[src/rtl/bus_sched_pkg.sv]
// Shared types and constants for the register-to-register bus scheduler.
package bus_sched_pkg;

    localparam int unsigned IDX_W    = 4;
    localparam int unsigned NREQ_DEF = 4;
    localparam int unsigned NREG_DEF = 16;

    typedef enum logic [1:0] {
        ST_IDLE    = 2'd0,
        ST_DRIVE   = 2'd1,
        ST_CAPTURE = 2'd2
    } state_e;

    // A register index is usable only if it addresses an existing register.
    function automatic logic idx_ok(input logic [IDX_W-1:0] idx, input int unsigned nreg);
        return 32'(idx) < nreg;
    endfunction

endpackage

[src/rtl/bus_sched_rr_arbiter.sv]
// Round-robin request selector: first set request at or after ptr, wrapping.
module rr_arbiter #(
    parameter int unsigned NREQ  = 4,
    parameter int unsigned PTR_W = 2
) (
    input  logic [NREQ-1:0]  req,
    input  logic [PTR_W-1:0] ptr,
    output logic             gnt_valid,
    output logic [PTR_W-1:0] gnt_idx
);

    always_comb begin
        int unsigned idx;
        gnt_valid = 1'b0;
        gnt_idx   = '0;
        idx       = 0;
        for (int unsigned k = 0; k < NREQ; k++) begin
            idx = 32'(ptr) + k;
            if (idx >= NREQ) begin
                idx = idx - NREQ;
            end
            if (!gnt_valid && req[PTR_W'(idx)]) begin
                gnt_valid = 1'b1;
                gnt_idx   = PTR_W'(idx);
            end
        end
    end

endmodule

[src/rtl/bus_sched.sv]
// Shared DATA-bus transfer scheduler: grants one register move at a time
// (IDLE -> DRIVE settle -> CAPTURE), round-robin across requesters.
module bus_sched
    import bus_sched_pkg::*;
#(
    parameter int unsigned NREQ = NREQ_DEF,
    parameter int unsigned NREG = NREG_DEF
) (
    input  logic                 clk,
    input  logic                 reset,
    input  logic [NREQ-1:0]      req,
    input  logic [NREQ*IDX_W-1:0] req_src,
    input  logic [NREQ*IDX_W-1:0] req_dst,
    input  logic                 hold,
    output logic [NREQ-1:0]      ack,
    output logic [NREQ-1:0]      err,
    output logic [NREG-1:0]      enable,
    output logic [NREG-1:0]      latch,
    output logic                 busy
);

    localparam int unsigned PTR_W = (NREQ > 1) ? $clog2(NREQ) : 1;

    state_e              state_q, state_d;
    logic [PTR_W-1:0]    ptr_q, ptr_d;
    logic [PTR_W-1:0]    gnt_q, gnt_d;
    logic [IDX_W-1:0]    src_q, src_d;
    logic [IDX_W-1:0]    dst_q, dst_d;
    logic [NREQ-1:0]     ack_q, ack_d;
    logic [NREQ-1:0]     err_q, err_d;
    logic [NREG-1:0]     enable_q, enable_d;
    logic [NREG-1:0]     latch_q, latch_d;
    logic                busy_q, busy_d;

    logic                arb_valid;
    logic [PTR_W-1:0]    arb_idx;
    logic [IDX_W-1:0]    arb_src;
    logic [IDX_W-1:0]    arb_dst;

    function automatic logic [NREG-1:0] onehot(input logic [IDX_W-1:0] idx);
        logic [NREG-1:0] v;
        v = '0;
        for (int unsigned i = 0; i < NREG; i++) begin
            v[i] = (32'(idx) == i);
        end
        return v;
    endfunction

    function automatic logic [PTR_W-1:0] next_ptr(input logic [PTR_W-1:0] idx);
        return (32'(idx) >= NREQ - 1) ? '0 : idx + PTR_W'(1);
    endfunction

    rr_arbiter #(
        .NREQ  (NREQ),
        .PTR_W (PTR_W)
    ) u_arb (
        .req       (req),
        .ptr       (ptr_q),
        .gnt_valid (arb_valid),
        .gnt_idx   (arb_idx)
    );

    assign arb_src = req_src[32'(arb_idx) * IDX_W +: IDX_W];
    assign arb_dst = req_dst[32'(arb_idx) * IDX_W +: IDX_W];

    // State and registered outputs.
    always_ff @(posedge clk) begin
        if (reset) begin
            state_q  <= ST_IDLE;
            ptr_q    <= '0;
            gnt_q    <= '0;
            src_q    <= '0;
            dst_q    <= '0;
            ack_q    <= '0;
            err_q    <= '0;
            enable_q <= '0;
            latch_q  <= '0;
            busy_q   <= 1'b0;
        end else begin
            state_q  <= state_d;
            ptr_q    <= ptr_d;
            gnt_q    <= gnt_d;
            src_q    <= src_d;
            dst_q    <= dst_d;
            ack_q    <= ack_d;
            err_q    <= err_d;
            enable_q <= enable_d;
            latch_q  <= latch_d;
            busy_q   <= busy_d;
        end
    end

    // Next state plus the output values that will be visible in that state.
    always_comb begin
        state_d  = state_q;
        ptr_d    = ptr_q;
        gnt_d    = gnt_q;
        src_d    = src_q;
        dst_d    = dst_q;
        ack_d    = '0;
        err_d    = '0;
        enable_d = '0;
        latch_d  = '0;
        busy_d   = 1'b0;

        unique case (state_q)
            ST_IDLE: begin
                if (!hold && arb_valid) begin
                    gnt_d = arb_idx;
                    src_d = arb_src;
                    dst_d = arb_dst;
                    if (arb_src == arb_dst || !idx_ok(arb_src, NREG) || !idx_ok(arb_dst, NREG)) begin
                        err_d[arb_idx] = 1'b1;
                        ptr_d          = next_ptr(arb_idx);
                    end else begin
                        state_d  = ST_DRIVE;
                        enable_d = onehot(arb_src);
                        busy_d   = 1'b1;
                    end
                end
            end
            ST_DRIVE: begin
                state_d        = ST_CAPTURE;
                enable_d       = onehot(src_q);
                latch_d        = onehot(dst_q);
                ack_d[gnt_q]   = 1'b1;
                busy_d         = 1'b1;
            end
            ST_CAPTURE: begin
                state_d = ST_IDLE;
                ptr_d   = next_ptr(gnt_q);
            end
            default: begin
                state_d = ST_IDLE;
            end
        endcase
    end

    assign ack    = ack_q;
    assign err    = err_q;
    assign enable = enable_q;
    assign latch  = latch_q;
    assign busy   = busy_q;

endmodule

[config.mk]
export PLATFORM = sky130hd
export DESIGN_NAME = bus_sched
export DESIGN_NICKNAME = d
export VERILOG_FILES = /design/src/rtl/bus_sched_pkg.sv /design/src/rtl/bus_sched_rr_arbiter.sv /design/src/rtl/bus_sched.sv
export SDC_FILE = /design/constraint.sdc
export NUM_CORES = 1
export LEC_CHECK = 0
export CAP_MARGIN = 20
export CORE_MARGIN = 2
export CORE_UTILIZATION = 48
export CTS_CLUSTER_DIAMETER = 120
export CTS_CLUSTER_SIZE = 20
export DETAILED_ROUTE_END_ITERATION = 6
export GPL_TIMING_DRIVEN = 0
export HOLD_SLACK_MARGIN = 0.03
export PLACE_DENSITY = 0.9
export SLEW_MARGIN = 25
export SYNTH_ARGS = -nofsm -noshare
export SYNTH_HDL_FRONTEND = slang
export SYNTH_HIERARCHICAL = 1
export SYNTH_SLANG_ARGS = --single-unit
[constraint.sdc]
create_clock -name clk -period 5.7 [get_ports clk]
set_clock_uncertainty 0.05 [all_clocks]
set_input_delay 1.14 -clock clk [delete_from_list [all_inputs] [get_ports clk]]
set_output_delay 1.14 -clock clk [all_outputs]
set_load 0.005 [all_outputs]
# Word-level counts from Yosys, hierarchy flattened
# Index checks and enable logic that the tools add are counted.
# word_totals
out_inout_bits	41
input_bits	39
elab_cells	148
reg_bits	55
# classes
muxes	38
eq_ne	51
bitwise	4
magnitude_cmp	14
addsub	9
shift	2
n_reduce_logical	20
# ops
operator	n
$eq A4 B4 Y1 const B	24
$eq A4 B3 Y1 const B	12
$mux W16	2
$pmux W16 S2	1
$shiftx A16 B5 Y4	2
$mux W2	14
$eq A4 B2 Y1 const B	6
$lt A2 B3 Y1 const B	6
$eq A4 B1 Y1 const B	3
$logic_not A4 Y1	3
$mux W1	12
$ge A3 B3 Y1 const B	3
$bmux W1 S2	4
$pmux W2 S2	2
$sub A2 B1 Y2 const B	4
$add A2 B2 Y3 const B	2
$logic_and A1 B1 Y1	6
$ne A2 B2 Y1 const B	3
$add A2 B1 Y2 const B	2
$demux W1 S2	2
$eq A4 B4 Y1	1
$ge A2 B1 Y1 const B	2
$ge A2 B2 Y1 const B	2
$logic_not A1 Y1	4
12 further kinds	16

# Depth between registers and ports, before layout
# depth
depth_word	19
ltp_mapped	11
mapped_depth_nobuf	8

# By module
# The synthesis kept the hierarchy.
# by_module_without_submodules
mod	seq_area_each_um2	area_per_inst_um2	n_inst	cells_per_inst
bus_sched	1101.1	2264.7	1	244
rr_arbiter	0.0	77.6	1	15

# Worst setup path after synthesis
# Ideal clock, no wire load.
# synth_path
path_kind	in2reg
from	input port req[1]
to	register ptr_q[0]
t_arrival_ns	3.714
n_path_buf	1
setup_slack_ns	1.845
required_time_ns	5.559
path_stages	9
setup_time_ns	0.091
cell_sequence	inv_1 -> a221o_1 -> a21oi_1 -> buf_6 -> mux4_2 -> xnor2_1 -> nand4_1 -> or4_1 -> a311oi_1
# synth_via
elab_chain_len	17
elab_cells_between_ends	35
classes_between	1 x add/sub; 1 x order compare; 3 x eq/ne; 2 x shift; 20 x mux; 8 x reduce/logical
# synth_rtl
element	line	rtl
start, declared	bus_sched.sv:11	input logic [NREQ-1:0] req,
$bmux W1 S2	bus_sched_rr_arbiter.sv:22	if (!gnt_valid && req[PTR_W'(idx)]) begin
$mux W1 (not written as such)	bus_sched_rr_arbiter.sv:22	
$mux W1	bus_sched_rr_arbiter.sv:22	
$logic_not A1 Y1	bus_sched_rr_arbiter.sv:22	
$logic_and A1 B1 Y1	bus_sched_rr_arbiter.sv:22	
$mux W1	bus_sched_rr_arbiter.sv:22	
$logic_not A1 Y1	bus_sched_rr_arbiter.sv:22	
$logic_and A1 B1 Y1	bus_sched_rr_arbiter.sv:22	
$mux W1	bus_sched_rr_arbiter.sv:22	
$logic_not A1 Y1	bus_sched_rr_arbiter.sv:22	
$logic_and A1 B1 Y1	bus_sched_rr_arbiter.sv:22	
$mux W2 *	bus_sched_rr_arbiter.sv:22	
via arb_idx[0]	bus_sched.sv:36	logic [PTR_W-1:0] arb_idx;
parallel branches: the longest is 5 deep, another holds $shiftx A16 B5 Y4	-	
end signal, assigned	bus_sched.sv:81	ptr_q <= ptr_d;
end, declared	bus_sched.sv:25	logic [PTR_W-1:0] ptr_q, ptr_d;
# Mark *: on every way through the listed nets, which the timed path passes. The select of a mux whose other input is x is not followed.
# A chain may end at the register's enable or synchronous reset.

# Final worst setup path
# layout_path
from	input port req[1]
to	register ptr_q[1]
# Same word-level chain as after synthesis.

==> reports/results.ini <==
[clock_network]
worstSkewPairLatency_ns=0.31
cts_buffers=5
clock-sinks=55
cts_setup_buffers=0
hold_buffers=0
htree_levels=2
post_cts_resized=0
clockRootBuffer=clkbuf_8
clock_path_buffers=2
clk_pin_slew_worst_paths_ns=0.09
cts_tree=yes

[global_route]
grt_max_degree=17
antenna_found_initial=0
grt_pass1_wl_um=8940
grt_usage_pct=21.8
grt_pass1_vias=2002
grt_overflow=0

[routing]
num_vias=2214
drc=0
drt_pass1_iterations=5
drt-initial-drc-count=177
drt-wirelength-per-cell_um=13.8
routed_wl_um=5690
avgViaCountPerCell=5.36
final_antenna_net_count=0

[timing]
fin_ws_ns=1.25
setup_viol=0
min_period_ns=4.45
worst_slew_pin_slew_ns=0.729
max_freq_ghz=0.225
max_slew_margin_pct=51.4
hold-worst-slack_ns=0.445
rsz0062_at_grt=no
slew_violations=0
finalSetupTns_ns=0
hold_viol_final=0
period_share_pct=78.0

[worst_setup_path]
crit_fanout=10
reg2reg_depth=10
critical_path_class=in -> reg
critPathLaunchType=input pin
worstPathRequired_ns=5.87
end_kind=register
arrival_ns=4.61

[power]
p_sw_share_pct=28.7
p_int_uw=575
ir_drop_v=0.000148
power.density_nw_per_um2=244
pwr-share-seq_pct=51.4
switchingPower_uw=232
p_comb_share_pct=23.1
leakage_uw=0.00119
p_clk_share_pct=25.5
p_total_uw=806

[synth]
synth_flop_cell=dfxtp_1
synth-simple-area-share_pct=25.9
async_flop_share_pct=0
yosys.area.top_type_share_pct=47.0
ys.warnings.count=6
synthAdderAreaFrac_pct=4.27
synthXorXnorAreaFrac_pct=1.50
synth-edff-count=0
avgSynthCellArea_sq_um=9.04
ys_top_cells_by_area=dfxtp_1 (47%), mux4_2 (7.7%), a21oi_1 (6.4%)
ys_seq_area_share_pct=47.0
synth_common_cells=dfxtp_1 (55), nand2_1 (36), a21oi_1 (30), nor2_1 (25), nand3_1 (12)
synth.distinct_cells=36
yosysMostFrequentCell=dfxtp_1
synth_top_area_cell=dfxtp_1
synth_top_family_by_area=simple AND/OR/NAND/NOR gates
synth_cells=259
synth-compound-area-share_pct=9.08
syn_area_sq_um=2340
synthMuxAreaShare_pct=8.60
ys_ff_latch=55
synth_nets=306

[placement]
io_buffers=79
dp_hpwl_um=4460
gp_congestion=0.861
dp_slack_ns=0.888

[floorplan]
initial_core_util_pct=49.6
die_x_um=73.9
fp.dieH_um=73.9
boundaryPins=80
core_area_sq_um=4720
dieArea_sq_um=5450
row_count=25

[hold_path]
holdPathStages=2
hold_class=reg -> reg

[run_status]
outcome=complete, no violations

[job]
maxCapViolations=0

[cells_and_area]
utilization_pct=69.9
antenna_cells=0
syn_to_final_growth_pct=41.0
fin_nets=392
layout-drive-gt1-share_pct=6.65

critical path, stage by stage:
cell and delay [ns]:
clkdlybuf4s50_1 0.50, inv_1 0.07, a221o_1 0.34, a21oi_1 0.60
buf_6 0.26, mux4_2 0.60, xnor2_1 0.18, nand4_1 0.19
clkbuf_1 0.27, o21a_1 0.23, a211oi_1 0.24
through the flow:
stage,std cells,area [sq um]
3_3_place_gp,405,3220
6_report,413,3300
5_1_grt,413,3300
3_5_place_dp,405,3220
2_1_floorplan,259,2340
4_1_cts,413,3300
power groups by stage:
stage	registers (uW)	logic, uW	clock network (uW)
after floorplan	420	116	0
after global placement	422	178	0
after detailed placement	423	184	0
after CTS	414	185	207
after global routing	416	203	220
final	414	186	206
worst paths after layout:
kind	from	to	slack, ns
worst max-delay path	req[1]	ptr_q[1]	1.25
worst min-delay path	dst_q[3]	dst_q[3]	0.44
worst max register to register	ptr_q[0]	ptr_q[1]	2.22
worst min register to register	dst_q[3]	dst_q[3]	0.44
flip-flops by register name, indices dropped and copies added, names as in the netlist:
name	flops
busy	1
ack	4
err	4
enable	16
src_q	4
state_q	2
gnt_q	2
ptr_q	2
latch	16
dst_q	4
cells by family (layout without fill, tap and decap cells):
family,after synthesis,in the layout
XOR/XNOR,4,4
AND/OR/NAND/NOR,123,123
buffers and inverters,20,107
multiplexers,10,10
flip-flops,55,55
adder cells (fa/ha/maj),8,8
AO/OA/AOI/OAI,39,39
layout by cell type, fill, tap and decap left out, types with 2 or more instances in the layout:
cell type | synthesis | layout
a21oi_1 | 30 | 30
nand2_1 | 36 | 36
and2_1 | 5 | 5
buf_2 | 2 | 2
nand3b_1 | 2 | 2
nor2_1 | 25 | 25
mux4_2 | 8 | 8
nor3b_1 | 2 | 2
nor2b_1 | 5 | 5
or4_1 | 2 | 2
clkbuf_8 | 0 | 5
nand2b_1 | 6 | 6
inv_1 | 8 | 8
clkdlybuf4s50_1 | 0 | 79
buf_1 | 2 | 2
ha_1 | 8 | 8
and3_1 | 6 | 6
dfxtp_1 | 55 | 55
or2_2 | 2 | 2
clkbuf_1 | 6 | 7
nor3_1 | 6 | 6
xnor2_1 | 4 | 4
nand4_1 | 11 | 11
nand3_1 | 12 | 12
o21ai_0 | 3 | 3
layout make-up:
cell class,count,area [sq um]
inverter,9,33.8
buffer,11,51.3
clock inverter,2,12.5
clock buffer,6,72.6
multi-input combinational,184,1160
sequential,55,1100
fill,358,1420
tap,67,83.8
timing repair buffer,79,791
routing by layer:
layer	wire [um]	vias up	GRT usage, %
met2	2860	137	38.7
met1	2170	988	25.2
li1	-	1071	-
met5	0	-	0
met4	142	0	8.08
met3	512	18	5.49
Note: power is estimated with default switching activity, not from simulation.
